File: src/rtl/button_pkg.sv
// Shared definitions for the push-button front end, counter and display stages:
// FSM encodings, 25 MHz default timing and a small constant helper.
package button_pkg;

    localparam logic [1:0] ST_RELEASED  = 2'd0;
    localparam logic [1:0] ST_HOLD_WAIT = 2'd1;
    localparam logic [1:0] ST_REPEAT    = 2'd2;

    localparam int DEFAULT_DEBOUNCE_TIME = 250_000;    // 10 ms
    localparam int DEFAULT_REPEAT_DELAY  = 12_500_000; // 500 ms
    localparam int DEFAULT_REPEAT_PERIOD = 2_500_000;  // 100 ms

    function automatic int max_int(input int a, input int b);
        return (a > b) ? a : b;
    endfunction

endpackage

File: src/rtl/debounce_filter.sv
// Two-flop synchroniser plus stability counter. Emits the debounced level and
// single-cycle rise/fall strobes that coincide with the edge that updates it.
module debounce_filter
    import button_pkg::*;
#(
    parameter int DEBOUNCE_TIME = DEFAULT_DEBOUNCE_TIME
) (
    input  logic clk,
    input  logic rst_n,
    input  logic raw,
    output logic level,
    output logic rise,
    output logic fall
);

    localparam int CW = $clog2(DEBOUNCE_TIME + 1);
    localparam logic [CW-1:0] COUNT_LAST = CW'(DEBOUNCE_TIME - 1);
    localparam logic [CW-1:0] COUNT_ONE  = CW'(1);

    logic          sync1_r;
    logic          sync2_r;
    logic          level_r;
    logic [CW-1:0] count_r;
    logic          differ_s;
    logic          settle_s;

    assign differ_s = sync2_r ^ level_r;
    assign settle_s = differ_s & (count_r == COUNT_LAST);

    assign level = level_r;
    assign rise  = settle_s & ~level_r;
    assign fall  = settle_s &  level_r;

    // Synchronise the raw switch and accept a new level after a stable run.
    always_ff @(posedge clk or negedge rst_n) begin
        if (!rst_n) begin
            sync1_r <= 1'b0;
            sync2_r <= 1'b0;
            level_r <= 1'b0;
            count_r <= '0;
        end else begin
            sync1_r <= raw;
            sync2_r <= sync1_r;
            if (!differ_s) begin
                count_r <= '0;
            end else if (settle_s) begin
                count_r <= '0;
                level_r <= ~level_r;
            end else begin
                count_r <= count_r + COUNT_ONE;
            end
        end
    end

endmodule

File: src/rtl/button_repeat.sv
// Debounced push-button with a press pulse and typematic auto-repeat pulses.
// The debounce stage is a sub-module; this level holds the repeat FSM and timer.
module button_repeat
    import button_pkg::*;
#(
    parameter int DEBOUNCE_TIME = DEFAULT_DEBOUNCE_TIME,
    parameter int REPEAT_DELAY  = DEFAULT_REPEAT_DELAY,
    parameter int REPEAT_PERIOD = DEFAULT_REPEAT_PERIOD
) (
    input  logic i_Clk,
    input  logic i_Rst_L,
    input  logic i_Switch,
    output logic o_Pressed,
    output logic o_Pulse,
    output logic o_Repeating
);

    localparam int TW = $clog2(max_int(REPEAT_DELAY, REPEAT_PERIOD) + 1);
    localparam bit REPEAT_EN = (REPEAT_DELAY > 0);
    localparam int DELAY_LAST_I = REPEAT_EN ? (REPEAT_DELAY - 1) : 0;
    localparam logic [TW-1:0] DELAY_LAST  = TW'(DELAY_LAST_I);
    localparam logic [TW-1:0] PERIOD_LAST = TW'(REPEAT_PERIOD - 1);
    localparam logic [TW-1:0] TIMER_ONE   = TW'(1);

    logic          rise_s;
    logic          fall_s;
    logic [1:0]    state_r;
    logic [1:0]    state_nx;
    logic [TW-1:0] timer_r;
    logic [TW-1:0] timer_nx;
    logic          pulse_r;
    logic          pulse_nx;
    logic          repeating_r;

    debounce_filter #(
        .DEBOUNCE_TIME(DEBOUNCE_TIME)
    ) u_debounce (
        .clk  (i_Clk),
        .rst_n(i_Rst_L),
        .raw  (i_Switch),
        .level(o_Pressed),
        .rise (rise_s),
        .fall (fall_s)
    );

    // Next-state logic; a debounced fall overrides any same-cycle timer expiry.
    always_comb begin
        state_nx = state_r;
        timer_nx = timer_r;
        pulse_nx = 1'b0;
        if (fall_s) begin
            state_nx = ST_RELEASED;
            timer_nx = '0;
        end else begin
            case (state_r)
                ST_RELEASED: begin
                    if (rise_s) begin
                        pulse_nx = 1'b1;
                        timer_nx = '0;
                        state_nx = ST_HOLD_WAIT;
                    end else begin
                        timer_nx = '0;
                    end
                end
                ST_HOLD_WAIT: begin
                    if (!REPEAT_EN) begin
                        timer_nx = timer_r;
                    end else if (timer_r == DELAY_LAST) begin
                        pulse_nx = 1'b1;
                        timer_nx = '0;
                        state_nx = ST_REPEAT;
                    end else begin
                        timer_nx = timer_r + TIMER_ONE;
                    end
                end
                ST_REPEAT: begin
                    if (timer_r == PERIOD_LAST) begin
                        pulse_nx = 1'b1;
                        timer_nx = '0;
                    end else begin
                        timer_nx = timer_r + TIMER_ONE;
                    end
                end
                default: begin
                    state_nx = ST_RELEASED;
                    timer_nx = '0;
                end
            endcase
        end
    end

    // Register FSM state, timer and the pulse/repeat outputs.
    always_ff @(posedge i_Clk or negedge i_Rst_L) begin
        if (!i_Rst_L) begin
            state_r     <= ST_RELEASED;
            timer_r     <= '0;
            pulse_r     <= 1'b0;
            repeating_r <= 1'b0;
        end else begin
            state_r     <= state_nx;
            timer_r     <= timer_nx;
            pulse_r     <= pulse_nx;
            repeating_r <= (state_nx == ST_REPEAT);
        end
    end

    assign o_Pulse     = pulse_r;
    assign o_Repeating = repeating_r;

endmodule
File: config.mk
export PLATFORM = sky130hd
export DESIGN_NAME = button_repeat
export DESIGN_NICKNAME = d
export VERILOG_FILES = /design/src/rtl/button_pkg.sv /design/src/rtl/debounce_filter.sv /design/src/rtl/button_repeat.sv
export SDC_FILE = /design/constraint.sdc
export NUM_CORES = 1
export LEC_CHECK = 0
export CORE_MARGIN = 4
export CORE_UTILIZATION = 65
export DETAILED_ROUTE_END_ITERATION = 8
export PLACE_DENSITY = 0.87
export RECOVER_POWER = 50
export SYNTH_ARGS = -nofsm -noshare
export SYNTH_HDL_FRONTEND = slang
export SYNTH_HIERARCHICAL = 1
export SYNTH_SLANG_ARGS = --single-unit
File: constraint.sdc
create_clock -name i_Clk -period 5.05 [get_ports i_Clk]
set_input_delay 1.2625 -clock i_Clk [delete_from_list [all_inputs] [get_ports i_Clk]]
set_output_delay 1.2625 -clock i_Clk [all_outputs]
set_load 0.01 [all_outputs]
After elaboration in Yosys (flattened, before gate mapping)
Index checks and enable logic that the tools add are counted.

Word-level logic and storage cells: 38. Flip-flop bits (word level): 49. Output and inout bits: 3.

Multiplexer cells: 15. Reductions and logical operators: 2. Bitwise logic cells: 5. Add/subtract/negate cells: 2. Equality and inequality tests: 6.

Operator list (number): two-way mux 24 bit (3); case mux 24 bit (2 select lines) (1); two-way mux 18 bit (2); adder 24 x 1 -> 24 bit, second input constant (1); == test 24 x 22 -> 1 bit, second input constant (1); == test 24 bit, second input constant (1); adder 18 x 1 -> 18 bit, second input constant (1); == test 18 bit, second input constant (1); two-way mux 2 bit (3); case mux 2 bit (3 select lines) (1); == test 2 bit, second input constant (2); two-way mux 1 bit (4); AND 1 bit (3); case mux 1 bit (3 select lines) (1); == test 2 x 1 -> 1 bit, second input constant (1); logical NOT 2 bit (1); AND reduction 2 bit (1); NOT 1 bit (1); XOR 1 bit (1).

Logic depth before layout (Yosys ltp)
Gate-level depths: netlist of the first run.

Word-level depth: 7. Depth in mapped cells: 9. Gate-level depth less buffers: 9.

Hierarchy
The synthesis of the first run kept the hierarchy.

Modules (own cells, without submodules): button_repeat (area an instance 1685.4 um^2, instances 1, cells each 170); debounce_filter (area an instance 1032.2 um^2, instances 1, cells each 99).

Worst setup path before layout of the first run
No wires, ideal clock.

Path type: register -> register. Start point: reg u_debounce.count_r[8]. End point: reg timer_r[20]. Path slack: 2842 ps. Stages on the path, launching flop included: 8. Path buffers: 1. Arrival time: 2058 ps. Required time: 4900 ps. Library setup time: 150 ps. Path through: dfrtp_1 -> or4_4 -> nor3_1 -> nand3b_1 -> nor2_1 -> nand2b_2 -> clkbuf_1 -> a221oi_1.

Longest elaborated chain between the ends: 4.

Ends and longest elaborated chain: from (decl) (RTL line debounce_filter.sv:23) `logic [CW-1:0] count_r;`; from (signal assigned) (RTL line debounce_filter.sv:50) `count_r <= count_r + COUNT_ONE;`; == test 18 bit (RTL line debounce_filter.sv:28) `assign settle_s = differ_s & (count_r == COUNT_LAST);`; AND 1 bit (RTL line debounce_filter.sv:28); AND 1 bit (RTL line debounce_filter.sv:32) `assign fall = settle_s & level_r;`; named net fall_s (RTL line button_repeat.sv:26) `logic fall_s;`; two-way mux 24 bit (RTL line button_repeat.sv:51) `if (fall_s) begin`; named net timer_nx[20] (RTL line button_repeat.sv:30) `logic [TW-1:0] timer_nx;`; to (signal assigned) (RTL line button_repeat.sv:101) `timer_r <= timer_nx;`; to (decl) (RTL line button_repeat.sv:29) `logic [TW-1:0] timer_r;`.

The timed path passes the listed nets, and every way through them passes these cells. A chain may end at the register's enable or synchronous reset.

==> results of run 1 <==
cell families (layout without fill, tap and decap cells):
| logic type | after synthesis | count (layout) |
|---|---|---|
| adders and majority gates | 6 | 6 |
| and+or+nand+nor | 114 | 114 |
| DFF | 49 | 49 |
| xor gates and xnor gates | 31 | 31 |
| AOI/OAI and AO/OA | 44 | 44 |
| buffers and inverters | 25 | 26 |
stage by stage:
step,hold slack (ns),power [mW],worst slack (ns),instance area [sq um]
3_5_place_dp,0.380,0.423,2.56,2760
4_1_cts,0.398,0.649,2.46,2840
6_report,0.396,0.645,1.88,2840
5_1_grt,0.407,0.667,1.36,2840
2_1_floorplan,0.331,0.412,2.84,2720
3_3_place_gp,0.334,0.422,2.70,2760
cells in the mapped netlist (2+ instances only):
| master | count | area, sq um |
|---|---|---|
| a221oi_1 | 5 | 43.8 |
| a211oi_1 | 16 | 120 |
| a2111oi_0 | 3 | 26.3 |
| nor2_1 | 26 | 97.6 |
| inv_1 | 14 | 52.6 |
| a21oi_1 | 3 | 15.0 |
| xnor2_1 | 23 | 201 |
| nor3_1 | 9 | 45.0 |
| nand3_1 | 13 | 65.1 |
| a221oi_2 | 3 | 45.0 |
| o41ai_1 | 2 | 17.5 |
| nand2_1 | 11 | 41.3 |
| nand2b_1 | 2 | 12.5 |
| or4_1 | 3 | 22.5 |
| clkbuf_1 | 3 | 11.3 |
| nand4_1 | 13 | 81.3 |
| ha_1 | 6 | 75.1 |
| or4b_2 | 2 | 20.0 |
| xor2_1 | 8 | 70.1 |
| buf_2 | 3 | 15.0 |
| o21ai_0 | 6 | 30.0 |
| or3_1 | 6 | 37.5 |
| and3_1 | 2 | 12.5 |
| buf_4 | 2 | 15.0 |
| nor4b_1 | 3 | 26.3 |
| buf_6 | 2 | 22.5 |
| dfrtp_1 | 49 | 1230 |
| and4_1 | 2 | 17.5 |
| or4_4 | 2 | 22.5 |
| nor4_1 | 10 | 62.6 |
final timing paths:
| check | startpoint | endpoint | slack [ns] | cells after the start |
|---|---|---|---|---|
| setup / recovery | i_Rst_L | timer_r[1]$_DFF_PN0_ | 1.88 | 1 |
| max in group i_Clk | u_debounce/level$_DFFE_PN0P_ | o_Pressed | 2.47 | 1 |
| hold / removal | u_debounce/sync1_r$_DFF_PN0_ | u_debounce/sync2_r$_DFF_PN0_ | 0.40 | 0 |
| setup reg to reg | u_debounce/count_r[10]$_DFF_PN0_ | timer_r[18]$_DFF_PN0_ | 2.53 | 6 |
| hold reg to reg | u_debounce/sync1_r$_DFF_PN0_ | u_debounce/sync2_r$_DFF_PN0_ | 0.40 | 0 |
| min in group asynchronous | i_Rst_L | u_debounce/count_r[6]$_DFF_PN0_ | 1.74 | 1 |
power by group through the flow:
stage,registers (mW),logic [mW],clock network (mW)
final,0.398,0.0161,0.230
after global routing,0.398,0.0186,0.250
after CTS,0.398,0.0171,0.234
after detailed placement,0.406,0.0169,0
after global placement,0.405,0.0162,0
after floorplan,0.405,0.00721,0
state kept, by name, summed over array words and instances, names as in the netlist:
register	flops
timer_r	24
u_debounce/count_r	18
state_r	2
o_Pulse	1
o_Repeating	1
u_debounce/level	1
u_debounce/sync1_r	1
u_debounce/sync2_r	1
final cells by class:
type / instances / area share, %
inverters: 14 / 1.85
clock buffers: 7 / 3.04
flip-flops and latches: 49 / 43.1
well taps: 50 / 2.20
multi-input cells: 195 / 48.2
repair buffers: 5 / 1.54
per-layer routing:
layer  wire length (microns)  global-route usage [%]  vias up
met1                    2460                    32.3     1053
met5                       0                       0        -
li1                        -                       -      998
met4                     128                    10.9        0
met2                    2680                    37.7       88
met3                     404                    5.37       12
==> summary.md, run 1 <==
### Synth
• **Yosys reg bits** 49
• **asr flop ratio synth** 100%
• **Warnings, synthesis** 6
• **Post-Synth Simple-Gate Area** 24.2%
• **primary flip-flop cell chosen by synthesis mapping** dfrtp_1
• **Cell Area, Synth** 0.00272 sq mm
• **distinct cell type count after synthesis** 47
• **Post-Syn Instances** 269
• **sequential area share after synthesis** 45.1%
• **XOR/XNOR Fraction of Synth Area** 9.99%
• **EDFF count, synth** 0
• **largest family of logic cells by synthesized area** simple AND/OR/NAND/NOR gates
• **Avg Synthesized Cell Area** 10.1 sq um
• **Synth Area in Compound Gates** 13.5%
• **net count of the mapped netlist** 278
• **area share of fa/ha/maj cells after synthesis** 2.76%
• **mux contribution to synthesized area** 0%

### Floorplanning
• **die outline height** 72.7 microns
• **Starting Density** 67.5%
• **Core Rows** 23
• **die area** 0.00528 sq mm
• **core region area** 0.00403 sq mm
• **width of the die** 72.7 microns
• **# IOs** 6

### Layout
• **number of filler instances in the final layout** 290
• **antenna cell count** 0
• **area occupied by multi-input gates** 0.00137 sq mm
• **Util after Layout** 70.6%
• **growth of design area from synthesis to finish** 4.60%
• **Cell Count, Final, Fillers Out** 320
• **fraction of final layout cells sized beyond drive strength 1** 7.78%
• **top library cells by usage in the layout, fill and taps aside** dfrtp_1, nor2_1, xnor2_1
• **most common library cell in the layout ignoring fill and taps** dfrtp_1
• **total number of nets in the final design** 279
• **sequential cell area** 0.00123 sq mm

### Placement
• **IO Port Bufs** 5
• **placer's final routability congestion estimate** 0.846
• **total half-perimeter wirelength after legalization and detailed placement** 3780 microns
• **placed cell count** 313

### CTS
• **sinks on the clock net** 49
• **Post-CTS Hold Fix Bufs** 0
• **CTS tree** done
• **clock transition at the registers of the reported paths** 0.08 ns
• **total number of H-tree levels** 2
• **total of cells resized after clock tree synthesis** 0
• **source-to-sink clock delay at the later pin of the worst-skew pair** 0.31 ns
• **CTS buffer count** 5
• **number of buffers on the longest clock path** 2
• **clock root buffer master** clkbuf_8
• **post-CTS setup repair buffer count** 0

### Global route
• **pin count of the biggest net entering global routing** 50
• **combined global-route utilization of all metal layers** 24.1%
• **sum of overflow across all layers after global routing** 0
• **number of antenna violations at the first check in global routing** 0
• **vias in the first global route** 2087
• **wire length of the first global-routing pass** 9980 microns

### Critical path
• **type of the worst setup path** input port to async pin
• **Setup crit start kind** input port
• **maximum net fanout on the critical path** 49
• **nature of the critical path endpoint** async pin
• **arrival time of the worst setup path** 3.05 ns
• **Largest delay share family, worst path** buffers and inverters
• **Slowest-stage cell, CP** clkbuf_1
• **Largest stage delay, worst path** 1.77 ns
• **Buf+Inv Stages, Crit Path** 1
• **crit path cell chain** clkbuf_1
• **endpoint required time on the critical path** 4.93 ns

### Route
• **DRT antenna net count** 0
• **drt initial violations** 218
• **final wirelength** 5670 microns
• **vias per inst** 6.72
• **mean routed wirelength per cell** 17.7 microns
• **total via count in the routed design** 2151
• **post-detailed-route DRC marker count** 0
• **Pre-Repair DR Iteration Count** 5

### STA
• **total count of max-transition violations in the final report** 50
• **time the worst path needs with I/O delays and setup** 3.17 ns
• **Tcrit/Tclk final** 62.8%
• **achievable clock frequency** 0.315 GHz
• **setup repair after global routing missed its margin** false
• **max_slew headroom** -68.9%
• **Worst Max-Slew Pin Slew** 2.53 ns
• **Final TNS setup** 0 ns
• **final setup violating endpoints** 0
• **setup skew after layout** 0.00844 ns
• **final hold violation count** 0

### Run
• **MaxCap Viol Count** 1

### Outcome
• **failing checks** max-capacitance violations, max-slew violations
• **status** finished, violations left

### Power and ir drop
• **pwr/cell area** 227 mW/mm^2
• **Logic pwr share** 2.5%
• **internal power contribution** 0.507 mW
• **worst vdd ir** 0.000153 V
• **P_sw** 0.137 mW
• **Clk network pwr share** 35.8%
• **sequential share of power** 61.7%
• **switching fraction of total power** 21.3%
• **total leakage power** 0.999 nW

### Worst hold path
• **type of the worst min-delay path** flop to flop

(Power assumes the default switching activity.)
==> run 2, diff against run 1 <==
--- a/config.mk
+++ b/config.mk
@@ -6,9 +6,9 @@
 export NUM_CORES = 1
 export LEC_CHECK = 0
 export CORE_MARGIN = 4
-export CORE_UTILIZATION = 65
+export CORE_UTILIZATION = 56
 export DETAILED_ROUTE_END_ITERATION = 8
-export PLACE_DENSITY = 0.87
+export PLACE_DENSITY = 0.8
 export RECOVER_POWER = 50
 export SYNTH_ARGS = -nofsm -noshare
 export SYNTH_HDL_FRONTEND = slang
==> constraint.sdc (replaced) <==
create_clock -name i_Clk -period 2.9 [get_ports i_Clk]
set_input_delay 0.725 -clock i_Clk [delete_from_list [all_inputs] [get_ports i_Clk]]
set_output_delay 0.725 -clock i_Clk [all_outputs]
set_load 0.01 [all_outputs]
==> run 2 against run 1 <==
  * The run now ends clean
  * Power grew 92%
  * Combinational power up 81%
  * Clock power up 120%
  * Worst setup slack worse by 1.5 ns
  * Clock skew decreased by 0.0036 ns
  * Critical path type is now flop to flop
  * Die area up 14%
  * Flip-flop and latch count unchanged
  * Highest routed layer unchanged
==> summary.md, run 2 (synthesized netlist as in run 1, its figures left out) <==
### Outcome
• **status** completed

### Floorplanning
• **# IOs** 6, unchanged
• **width of the die** 77.7 microns, +6.9%
• **die outline height** 77.7 microns, +6.9%
• **die area** 0.00603 sq mm, +14%
• **Core Rows** 25, +8.7%
• **core region area** 0.00472 sq mm, +17%
• **Starting Density** 57.5%, -9.9 points

### Layout
• **max FFs per register** 24, unchanged
• **fraction of final layout cells sized beyond drive strength 1** 9.16%, +1.4 points
• **total number of nets in the final design** 281, +0.72%
• **number of filler instances in the final layout** 378, +30%
• **most common library cell in the layout ignoring fill and taps** dfrtp_1
• **register name with the most flops** timer_r
• **top library cells by usage in the layout, fill and taps aside** dfrtp_1, nor2_1, xnor2_1
• **antenna cell count** 0, unchanged
• **growth of design area from synthesis to finish** 7.09%
• **Cell Count, Final, Fillers Out** 340, +6.3%
• **largest registers** timer_r x24, u_debounce/count_r x18, state_r x2
• **area occupied by multi-input gates** 0.00137 sq mm, unchanged
• **sequential cell area** 0.00123 sq mm, unchanged

### CTS
• **CTS tree** done
• **number of buffers on the longest clock path** 2, unchanged
• **Post-CTS Hold Fix Bufs** 0, unchanged
• **source-to-sink clock delay at the later pin of the worst-skew pair** 0.31 ns, about the same
• **sinks on the clock net** 49, unchanged
• **total of cells resized after clock tree synthesis** 0, unchanged
• **CTS buffer count** 5, unchanged
• **total number of H-tree levels** 2, unchanged
• **clock root buffer master** clkbuf_8
• **post-CTS setup repair buffer count** 0, unchanged
• **clock transition at the registers of the reported paths** 0.09 ns, about the same

### STA
• **final hold violation count** 0, unchanged
• **Worst Max-Slew Pin Slew** 0.970 ns, -1.56 ns
• **Final TNS setup** 0 ns, unchanged
• **time the worst path needs with I/O delays and setup** 2.49 ns
• **setup repair after global routing missed its margin** false
• **achievable clock frequency** 0.402 GHz
• **final setup violating endpoints** 0, unchanged
• **setup skew after layout** 0.00485 ns, -0.00359 ns
• **Tcrit/Tclk final** 85.8%
• **total count of max-transition violations in the final report** 0, -100%
• **worst hold slack** 0.359 ns, -0.0364 ns
• **max_slew headroom** 35.3%, +100 points

### Global route
• **number of antenna violations at the first check in global routing** 0, unchanged
• **combined global-route utilization of all metal layers** 19.1%, -5.1 points
• **met2 usage in global routing** 27.9%, -9.8 points
• **wire length of the first global-routing pass** 9250 microns, -7.3%
• **met3 track demand over resource** 4.76%, -0.62 points
• **vias in the first global route** 1950, -6.6%
• **met1 capacity usage during global routing** 27.4%, -4.9 points
• **grt peak-use layer** met2
• **sum of overflow across all layers after global routing** 0, unchanged
• **pin count of the biggest net entering global routing** 33, -34%

### Power and ir drop
• **Clk network pwr share** 41.7%, +5.9 points
• **internal power contribution** 0.975 mW, +92%
• **worst vdd ir** 0.000293 V, +91%
• **pwr/cell area** 425 mW/mm^2, +87%
• **total power after layout** 1.24 mW, +92%
• **P_sw** 0.262 mW, +90%
• **total leakage power** 1.02 nW, +2.2%
• **switching fraction of total power** 21.2%, -0.18 points
• **Logic pwr share** 2.4%, about the same
• **sequential share of power** 55.9%, -5.8 points

### Critical path
• **Setup crit start kind** flop
• **maximum net fanout on the critical path** 24, -51%
• **type of the worst setup path** flop to flop
• **Largest stage delay, worst path** 0.67 ns, -1.10 ns
• **arrival time of the worst setup path** 2.64 ns, -0.41 ns
• **register-to-register setup slack** 0.41 ns, -2.12 ns
• **Slowest-stage cell, CP** or4b_2
• **endpoint required time on the critical path** 3.05 ns, -1.88 ns
• **crit path cell chain** or4b_2, nor4_1, a21bo_2, a221oi_1
• **nature of the critical path endpoint** flop

### Run
• **MaxCap Viol Count** 0, -1

### Placement
• **total half-perimeter wirelength after legalization and detailed placement** 3590 microns, -5.2%
• **placed cell count** 332, +6.1%
• **IO Port Bufs** 5, unchanged
• **placer's final routability congestion estimate** 0.884, +4.5%

### Route
• **Pre-Repair DR Iteration Count** 4, -1
• **vias per inst** 6.17, -8.2%
• **total via count in the routed design** 2097, -2.5%
• **mean routed wirelength per cell** 15.6 microns, -12%
• **final wirelength** 5300 microns, -6.4%
• **DRT antenna net count** 0, unchanged
• **drt initial violations** 182, -17%
• **post-detailed-route DRC marker count** 0, unchanged

### Worst hold path
• **type of the worst min-delay path** flop to flop

## run 2: cell types whose count changed in the layout (fill, tap and decap cells not counted), sizes merged
cell and delta:
bufinv +1, clkinvlp +1, buf +1
## run 2: final timing paths
check | startpoint | end | cells past startpoint
worst max register to register | timer_r[20]$_DFF_PN0_ | timer_r[16]$_DFF_PN0_ | 4
worst min-delay path | u_debounce/sync1_r$_DFF_PN0_ | u_debounce/sync2_r$_DFF_PN0_ | 0
worst min register to register | u_debounce/sync1_r$_DFF_PN0_ | u_debounce/sync2_r$_DFF_PN0_ | 0
worst max-delay path | timer_r[20]$_DFF_PN0_ | timer_r[16]$_DFF_PN0_ | 4
max in group asynchronous | i_Rst_L | timer_r[3]$_DFF_PN0_ | 2
min in group asynchronous | i_Rst_L | timer_r[19]$_DFF_PN0_ | 1
## run 2: power groups by stage
stage	sequential (mW)	clock, mW	combinational, mW
CTS	0.692	0.520	0.0313
global route	0.693	0.554	0.0344
finish	0.692	0.516	0.0291
floorplan	0.705	0	0.0126
detailed placement	0.706	0	0.0313
global placement	0.706	0	0.0309
## run 2: area by class of cell
cell class / count / area share, %
multi-input cells: 195 / 47.1
inverters: 14 / 1.81
clock buffers: 6 / 2.84
clock inverters: 2 / 1.29
well taps: 67 / 2.88
flip-flops and latches: 49 / 42.1
repair buffers: 7 / 1.93
## run 2: per-stage QoR
step	area (sq um)	setup WS, ns	utilization [%]
after global placement	2790	0.493	59.2
after global routing	2910	0.298	61.6
after CTS	2910	0.419	61.7
final	2910	0.410	61.6
after floorplan	2720	0.692	-
after detailed placement	2790	0.452	59.2
## run 2: worst max-delay path, delay by kind of cell, from the launching register on
kind,cells,cell delay (ns)
AOI/OAI and AO/OA,2,0.76
DFF,1,0.44
and+or+nand+nor,2,1.14
## run 2: metal layers
| metal | part of all wire (%) | up-vias | routed length, microns |
|---|---|---|---|
| met4 | 1.2 | 0 | 66 |
| met3 | 5.2 | 6 | 278 |
| met2 | 45 | 51 | 2390 |
| met1 | 48 | 1036 | 2570 |
| met5 | 0 | - | 0 |
| li1 | - | 1004 | - |
